### src/rtl/axis_length_cut.sv
// axis_length_cut
// Cuts every AXI-Stream frame to a programmed beat count. The first `length`
// beats of each input frame are forwarded and the last forwarded beat carries
// tlast. The remaining input beats, up to and including the input tlast, are
// consumed and discarded. length == 0 selects pass-through for that frame.
// A frame shorter than `length` is forwarded as is and is never padded.
//
// Build option: define AXIS_LENGTH_CUT_SKID_EN to put a 2-entry skid buffer on
// the output. axis_in_tready is then a register and latency is 1 cycle.
// Without it the output is combinational from the input, with 0 cycles latency.
//
// Ports:
//   aclk, aresetn      clock; asynchronous active-low reset
//   length [31:0]      beats per output frame, sampled on each frame's first beat
//   axis_in_*          input stream (tdata, tkeep, tuser, tvalid, tready, tlast)
//   axis_out_*         output stream; tdata, tkeep and tuser pass through unchanged
module axis_length_cut #(
  parameter  int DSIZE = 8,
  localparam int KSIZE = ((DSIZE / 8) > 0) ? (DSIZE / 8) : 1
) (
  input  logic             aclk,
  input  logic             aresetn,
  input  logic [31:0]      length,
  input  logic [DSIZE-1:0] axis_in_tdata,
  input  logic [KSIZE-1:0] axis_in_tkeep,
  input  logic             axis_in_tuser,
  input  logic             axis_in_tvalid,
  output logic             axis_in_tready,
  input  logic             axis_in_tlast,
  output logic [DSIZE-1:0] axis_out_tdata,
  output logic [KSIZE-1:0] axis_out_tkeep,
  output logic             axis_out_tuser,
  output logic             axis_out_tvalid,
  input  logic             axis_out_tready,
  output logic             axis_out_tlast
);

  typedef enum logic [1:0] {SOF, PASS, DROP} state_t;

  state_t      state, state_nxt;
  logic [31:0] cnt, cnt_nxt, cnt_inc;
  logic [31:0] len_r, len_nxt;
  logic        accept;     // input beat transfers this cycle
  logic        fwd;        // current input beat goes to the output
  logic        beat_last;  // tlast to put on the forwarded beat

  // Frame cutting FSM. beat_last/fwd describe the beat currently presented,
  // whether or not it transfers; state moves only on an accepted beat.
  always_comb begin
    state_nxt = state;
    cnt_nxt   = cnt;
    len_nxt   = len_r;
    beat_last = axis_in_tlast;
    fwd       = 1'b1;
    // saturating increment: the count never wraps back to a small value
    cnt_inc   = (cnt == 32'hFFFF_FFFF) ? cnt : cnt + 32'd1;
    case (state)
      SOF: begin
        if (length == 32'd0) begin
          beat_last = axis_in_tlast;
          if (accept) state_nxt = axis_in_tlast ? SOF : PASS;
        end else if (axis_in_tlast || length == 32'd1) begin
          beat_last = 1'b1;
          if (accept) state_nxt = axis_in_tlast ? SOF : DROP;
        end else begin
          beat_last = 1'b0;
          if (accept) state_nxt = PASS;
        end
        if (accept) begin
          len_nxt = length;
          cnt_nxt = 32'd1;
        end
      end
      PASS: begin
        if (axis_in_tlast) begin
          beat_last = 1'b1;
          if (accept) state_nxt = SOF;
        end else if (len_r != 32'd0 && cnt_inc == len_r) begin
          // len_r == 0 is pass-through: the counter never cuts
          beat_last = 1'b1;
          if (accept) state_nxt = DROP;
        end else begin
          beat_last = 1'b0;
        end
        if (accept) cnt_nxt = cnt_inc;
      end
      DROP: begin
        fwd = 1'b0;
        if (accept && axis_in_tlast) state_nxt = SOF;
      end
      default: begin
        fwd       = 1'b0;
        state_nxt = SOF;
      end
    endcase
  end

  always_ff @(posedge aclk or negedge aresetn) begin
    if (!aresetn) begin
      state <= SOF;
      cnt   <= 32'd0;
      len_r <= 32'd0;
    end else begin
      state <= state_nxt;
      cnt   <= cnt_nxt;
      len_r <= len_nxt;
    end
  end

`ifdef AXIS_LENGTH_CUT_SKID_EN

  typedef struct packed {
    logic [DSIZE-1:0] tdata;
    logic [KSIZE-1:0] tkeep;
    logic             tuser;
    logic             tlast;
  } beat_t;

  beat_t in_beat, o_beat, s_beat;
  logic  o_valid, s_valid, s_valid_nxt;
  logic  tready_r, push;

  assign accept = axis_in_tvalid & tready_r;
  assign push   = accept & fwd;

  always_comb begin
    in_beat.tdata = axis_in_tdata;
    in_beat.tkeep = axis_in_tkeep;
    in_beat.tuser = axis_in_tuser;
    in_beat.tlast = beat_last;
  end

  // A push only happens while the skid slot is empty (tready_r was derived from
  // it), so draining the slot and pushing never coincide.
  always_comb begin
    s_valid_nxt = s_valid;
    if (axis_out_tready || !o_valid) s_valid_nxt = 1'b0;
    else if (push)                   s_valid_nxt = 1'b1;
  end

  always_ff @(posedge aclk or negedge aresetn) begin
    if (!aresetn) begin
      o_beat   <= '0;
      s_beat   <= '0;
      o_valid  <= 1'b0;
      s_valid  <= 1'b0;
      tready_r <= 1'b0;
    end else begin
      if (axis_out_tready || !o_valid) begin
        if (s_valid) begin
          o_beat  <= s_beat;
          o_valid <= 1'b1;
        end else begin
          o_valid <= push;
          if (push) o_beat <= in_beat;
        end
      end else if (push) begin
        s_beat <= in_beat;
      end
      s_valid  <= s_valid_nxt;
      // DROP swallows beats without touching the buffer, so it never stalls
      tready_r <= (state_nxt == DROP) | ~s_valid_nxt;
    end
  end

  assign axis_in_tready  = tready_r;
  assign axis_out_tvalid = o_valid;
  assign axis_out_tdata  = o_beat.tdata;
  assign axis_out_tkeep  = o_beat.tkeep;
  assign axis_out_tuser  = o_beat.tuser;
  assign axis_out_tlast  = o_beat.tlast;

`else

  // Combinational path; aresetn gating holds outputs at their reset values
  // while reset is asserted.
  assign axis_in_tready  = aresetn & ((state == DROP) | axis_out_tready);
  assign accept          = axis_in_tvalid & axis_in_tready;
  assign axis_out_tvalid = aresetn & axis_in_tvalid & fwd;
  assign axis_out_tdata  = aresetn ? axis_in_tdata : '0;
  assign axis_out_tkeep  = aresetn ? axis_in_tkeep : '0;
  assign axis_out_tuser  = aresetn & axis_in_tuser;
  assign axis_out_tlast  = aresetn & beat_last;

`endif

endmodule
### config.mk
export PLATFORM = sky130hd
export DESIGN_NAME = axis_length_cut
export DESIGN_NICKNAME = d
export VERILOG_FILES = /design/src/rtl/axis_length_cut.sv
export SDC_FILE = /design/constraint.sdc
export NUM_CORES = 1
export LEC_CHECK = 0
export BUFFER_PORTS_ARGS = -buffer_cell sky130_fd_sc_hd__buf_2
export CAP_MARGIN = 20
export CORE_ASPECT_RATIO = 1.75
export CORE_UTILIZATION = 50
export CTS_BUF_LIST = sky130_fd_sc_hd__clkbuf_2
export DETAILED_ROUTE_END_ITERATION = 6
export HOLD_SLACK_MARGIN = 0.1
export PLACE_DENSITY = 0.8
export SYNTH_ARGS = -nofsm -noshare
export SYNTH_HDL_FRONTEND = slang
export SYNTH_SLANG_ARGS = --single-unit
### constraint.sdc
create_clock -name aclk -period 5.3 [get_ports aclk]
set_input_delay 0 -clock aclk [delete_from_list [all_inputs] [get_ports aclk]]
set_output_delay 0 -clock aclk [all_outputs]
set_load 0.03 [all_outputs]
* Yosys cells after proc, flatten, opt, wreduce, memory -nomap -nowiden
Index checks and enable logic that the tools add are counted. W data, S select, Z words.
Word-level totals: register bits 66, bits in latches 0, bits in writable memories 0, memory bits (read-only) 0, input bits 47, output and inout bits 13, word-level logic and storage cells 56, memories 0
Cells by class: add/sub/neg operators 1, multipliers 0, div/mod/pow operators 0, order comparisons 0, equality and inequality tests 9, shift-type cells 0, mux-type cells 25, bitwise gates (word level) 7, reductions and logical operators 11
Operator list (count):
- $mux W32 | 3
- $pmux W32 S2 | 1
- $add A32 B1 Y32 const B | 1
- $eq A32 B1 Y1 const B | 1
- $eq A32 B32 Y1 | 1
- $eq A32 B32 Y1 const B | 1
- $logic_not A32 Y1 | 1
- $reduce_bool A32 Y1 | 1
- $mux W2 | 11
- $mux W8 | 1
- $mux W1 | 7
- $and A1 B1 Y1 | 6
- $ne A2 B2 Y1 const B | 3
- $pmux W2 S3 | 1
- $reduce_and A4 Y1 | 1
- $ne A3 B3 Y1 const B | 1
- $reduce_and A3 Y1 | 1
- $eq A2 B1 Y1 const B | 1
- $eq A2 B2 Y1 const B | 1
- $logic_and A1 B1 Y1 | 2
- $logic_not A2 Y1 | 1
- $pmux W1 S2 | 1
- $reduce_and A2 Y1 | 1
- $reduce_bool A2 Y1 | 1
- 3 further kinds | 3

* Logic depth before layout (Yosys ltp)
word-level depth 8, gate-level depth with buffers 11, depth with buffers taken out 9

* Worst setup path before layout
OpenSTA, ideal clock, no wires.
path kind reg2out, start point reg cnt[0], end point out axis_out_tlast, data arrival time 3.409 ns, required time 5.300 ns, setup slack 1.891 ns, cell stages (with the launch flop) 11, buffers on the path 1, cells stage by stage dfrtp_1 -> ha_1 -> nand3_1 -> or4_4 -> buf_6 -> a2111oi_4 -> xnor2_1 -> or4_4 -> nor4_4 -> nand4_1 -> a21boi_1
On the way: cells in the longest elaborated chain, start to end 8, elaborated cells between the ends (all ways) 9, those cells by class 1 x add/sub; 2 x eq/ne; 4 x mux; 1 x bitwise; 1 x reduce/logical
RTL lines:
- start, declared | RTL line 41 | logic [31:0] cnt, cnt_nxt, cnt_inc;
- start signal, assigned | RTL line 105 | cnt <= cnt_nxt;
- $add A32 B1 Y32 / $eq A32 B32 Y1 (equally long branches) | RTL line 56 | cnt_inc = (cnt == 32'hFFFF_FFFF) ? cnt : cnt + 32'd1;
- $mux W32 * | RTL line 56
- $eq A32 B32 Y1 * | RTL line 78 | end else if (len_r != 32'd0 && cnt_inc == len_r) begin
- $logic_and A1 B1 Y1 * | RTL line 78
- $mux W1 * | RTL line 78
- $mux W1 * | RTL line 75 | if (axis_in_tlast) begin
- $pmux W1 S2 * | RTL line 57 | case (state)
- $and A1 B1 Y1 * | RTL line 183 | assign axis_out_tlast = aresetn & beat_last;
- end, declared | RTL line 35 | output logic axis_out_tlast
Every way passes the cells marked *; elsewhere a longest branch is shown, timed or not.

* Final worst setup path
Same ends and word-level chain as after synthesis.

==> impl_metrics.toml <==
[power_and_ir_drop]
leakagePower_uw = 0.00227
p_seq_frac = 0.406
p_int_uw = 1080
peakVddDrop_v = 0.000336
p_per_area_nw_per_um2 = 354
switching_power_uw = 936
combPwrFrac = 0.428
pwr-share-clk = 0.166
swShare = 0.464

[layout]
area_growth_pct = 16.8
drive_gt1_frac = 0.199
final_cells = 761
final_util = 0.602
nFillCells = 825
nets = 680
fin_area_sq_um = 5700

[setup_path]
rr_worst_depth = 10
cp.arrival_ps = 4450
path_class = "reg2out"
crit_start = "cnt[0]"
path_cells = "ha_1, nand3_1, or4_4, a2111oi_0, xnor2_1, o211ai_1, nor4_1, nand4_1, a21boi_1, buf_2"
crit_fanout = 9
reg2reg_slack_ps = 1120
crit_buf_inv = 1
critPathRequiredTime_ps = 5300
cpMaxStageDelayCell = "a2111oi_0"
r2r-start = "cnt[0]"
start_kind = "flop"
crit_family = "simple AND/OR/NAND/NOR gates"
r2r_end = "state[1]"
max_stage_delay_ps = 680
crit_path_end = "axis_out_tlast"
end_kind = "output port"
cp.depth = 10

[grt]
overflow = 0
grt_pass1_vias = 5094
antenna_found_initial = 2
grt_pass1_wl_um = 29500
grt.total_usage = 0.395
grt_max_degree = 50

[timing]
finalSetupViolations = 0
fin_skew_ps = 34.2
layout_setup_ws_ps = 845
tightest_slew_ps = 1050
period_share = 0.841
relSlewSlack = 0.295
fin_tns_setup_ps = 0
rsz0062_at_grt = "false"
final_hold_viol_count = 0
slew_viol_final = 0
period_minus_slack_ps = 4450
fmax_ghz = 0.224

[synthesis]
yosysWarnings = 0
synth_seq_area_share = 0.338
ys_types = 60
synth_edf_count = 0
synth_top_area_share = 0.338
synth.most_common_cell = "dfrtp_1"
synth_cells = 562
yosys-top-cells-area = "dfrtp_1, mux2_2, xnor2_1"
yosys.area.top_type = "dfrtp_1"
ys_ff_latch = 66
ys.flop_type = "dfrtp_1"
syn_nets = 610
ys_async_sr_fraction = 1.00
netlist_area_sq_um = 4880
synth.avg_cell_area_sq_um = 8.68
synth_common_cells = "dfrtp_1, nand2_1, o21ai_0"

[clock_tree]
cts.sinks = 66
cts_buffers = 9
clockRootBuffer = "clkbuf_2"
insertion_delay_ps = 580
post_cts_buffers = 0
cts_tree = "built"
clkSlewWorstSetupHoldPaths_ps = 210
max-clock-path-buffers = 2
htreeDepth = 3

[detailed_routing]
route.detailed.drc = 0
drt_iter0_markers = 453
antenna_left = 0
finalWirelength_um = 19700
drt-pass1-iter-count = 7
avgViaCountPerCell = 6.83
routedWlPerCell_um = 25.9
vias = 5195

[die]
design.core.area_sq_um = 9470
num_io_pins = 60
start_util = 0.515
die_h_um = 133
die_x_um = 76.7
rows = 47
die_area_sq_um = 10200

[placed_design]
routabilityCongestion = 1.04
hpwlAfterDp_um = 13700
post-place-ws_ps = 1580
dpl.cell_count = 705
io_buffers = 59
place_area_sq_um = 5190

[outcome]
status = "finished, final reports clean"

[worst_hold_path]
worstHoldStart = "axis_out_tready"
min_path_type = "in2reg"

[run]
cap_viol_max_count = 0
cells by family after synthesis:
kind of cell	after synthesis	share of synthesized area
XOR/XNOR	43	0.0772
multiplexers	45	0.101
buffers and inverters	58	0.0503
AO/OA/AOI/OAI	118	0.162
flip-flops	66	0.338
AND/OR/NAND/NOR	231	0.269
adder cells (fa/ha/maj)	1	0.00256
metrics by stage:
step / hold slack, ps / total power (uW)
after floorplan: -296 / 1320
after global placement: 51.2 / 1610
after detailed placement: 54.0 / 1620
after CTS: 126 / 1970
after global routing: 174 / 2100
final: 144 / 2020
power groups by stage:
| stage | combinational, uW | sequential, uW | clock (uW) |
|---|---|---|---|
| floorplan | 622 | 697 | 0 |
| global placement | 802 | 810 | 0 |
| detailed placement | 804 | 815 | 0 |
| CTS | 831 | 805 | 332 |
| global route | 920 | 824 | 351 |
| finish | 864 | 818 | 334 |
registers in the layout, indices dropped and copies added (netlist names):
name	cells
cnt	32
len_r	32
state	2
worst register-to-register path, cell delays in order (launching register included):
cell,delay [ps]
dfrtp_1,530
ha_1,310
nand3_1,260
or4_4,630
a2111oi_0,690
xnor2_1,200
o211ai_1,110
nor4_1,550
nand4_1,180
o21ai_1,140
dlygate4sd3_1,560
placed cells by master, fill, tap and decap left out, types with 12 or more instances in the layout:
cell,count
mux2i_1,13
nor4_1,26
dfrtp_1,66
xor2_1,12
nand3_1,15
nor2_1,27
nand2_1,48
nand4_1,33
a21oi_1,18
nor3_1,17
o21ai_0,44
mux2_2,32
xnor2_1,31
buf_2,59
and2_1,15
dlygate4sd3_1,38
worst min-delay path by stage:
stage,endpoint,slack (ps),depth (start not counted)
global placement,cnt[3],50,2
finish,cnt[0],140,6
CTS,cnt[0],130,6
detailed placement,cnt[3],50,2
floorplan,cnt[0],-300,0
global route,cnt[7],170,5
cell type report:
type	instances	area, sq um	area share
multi-input cells	438	2990	0.524
flip-flops and latches	66	1650	0.290
repair buffers	106	743	0.130
well taps	122	153	0.0268
clock inverters	7	77.6	0.0136
clock buffers	9	45.0	0.00790
inverters	11	41.3	0.00724
diodes	2	5.00	0.000878
metal layers:
metal | global-route usage | vias up | routed length (um)
met2 | 0.681 | 323 | 9880
met5 | 0 | - | 0
li1 | - | 2257 | -
met3 | 0.0655 | 119 | 1340
met4 | 0.339 | 0 | 1910
met1 | 0.410 | 2496 | 6540
what timing repair did:
action	in CTS	in global routing
hold buffers	38	0
gates resized for setup	0	0
hold endpoints to repair	100	0
No activity file was read; power rests on OpenSTA's default activity.
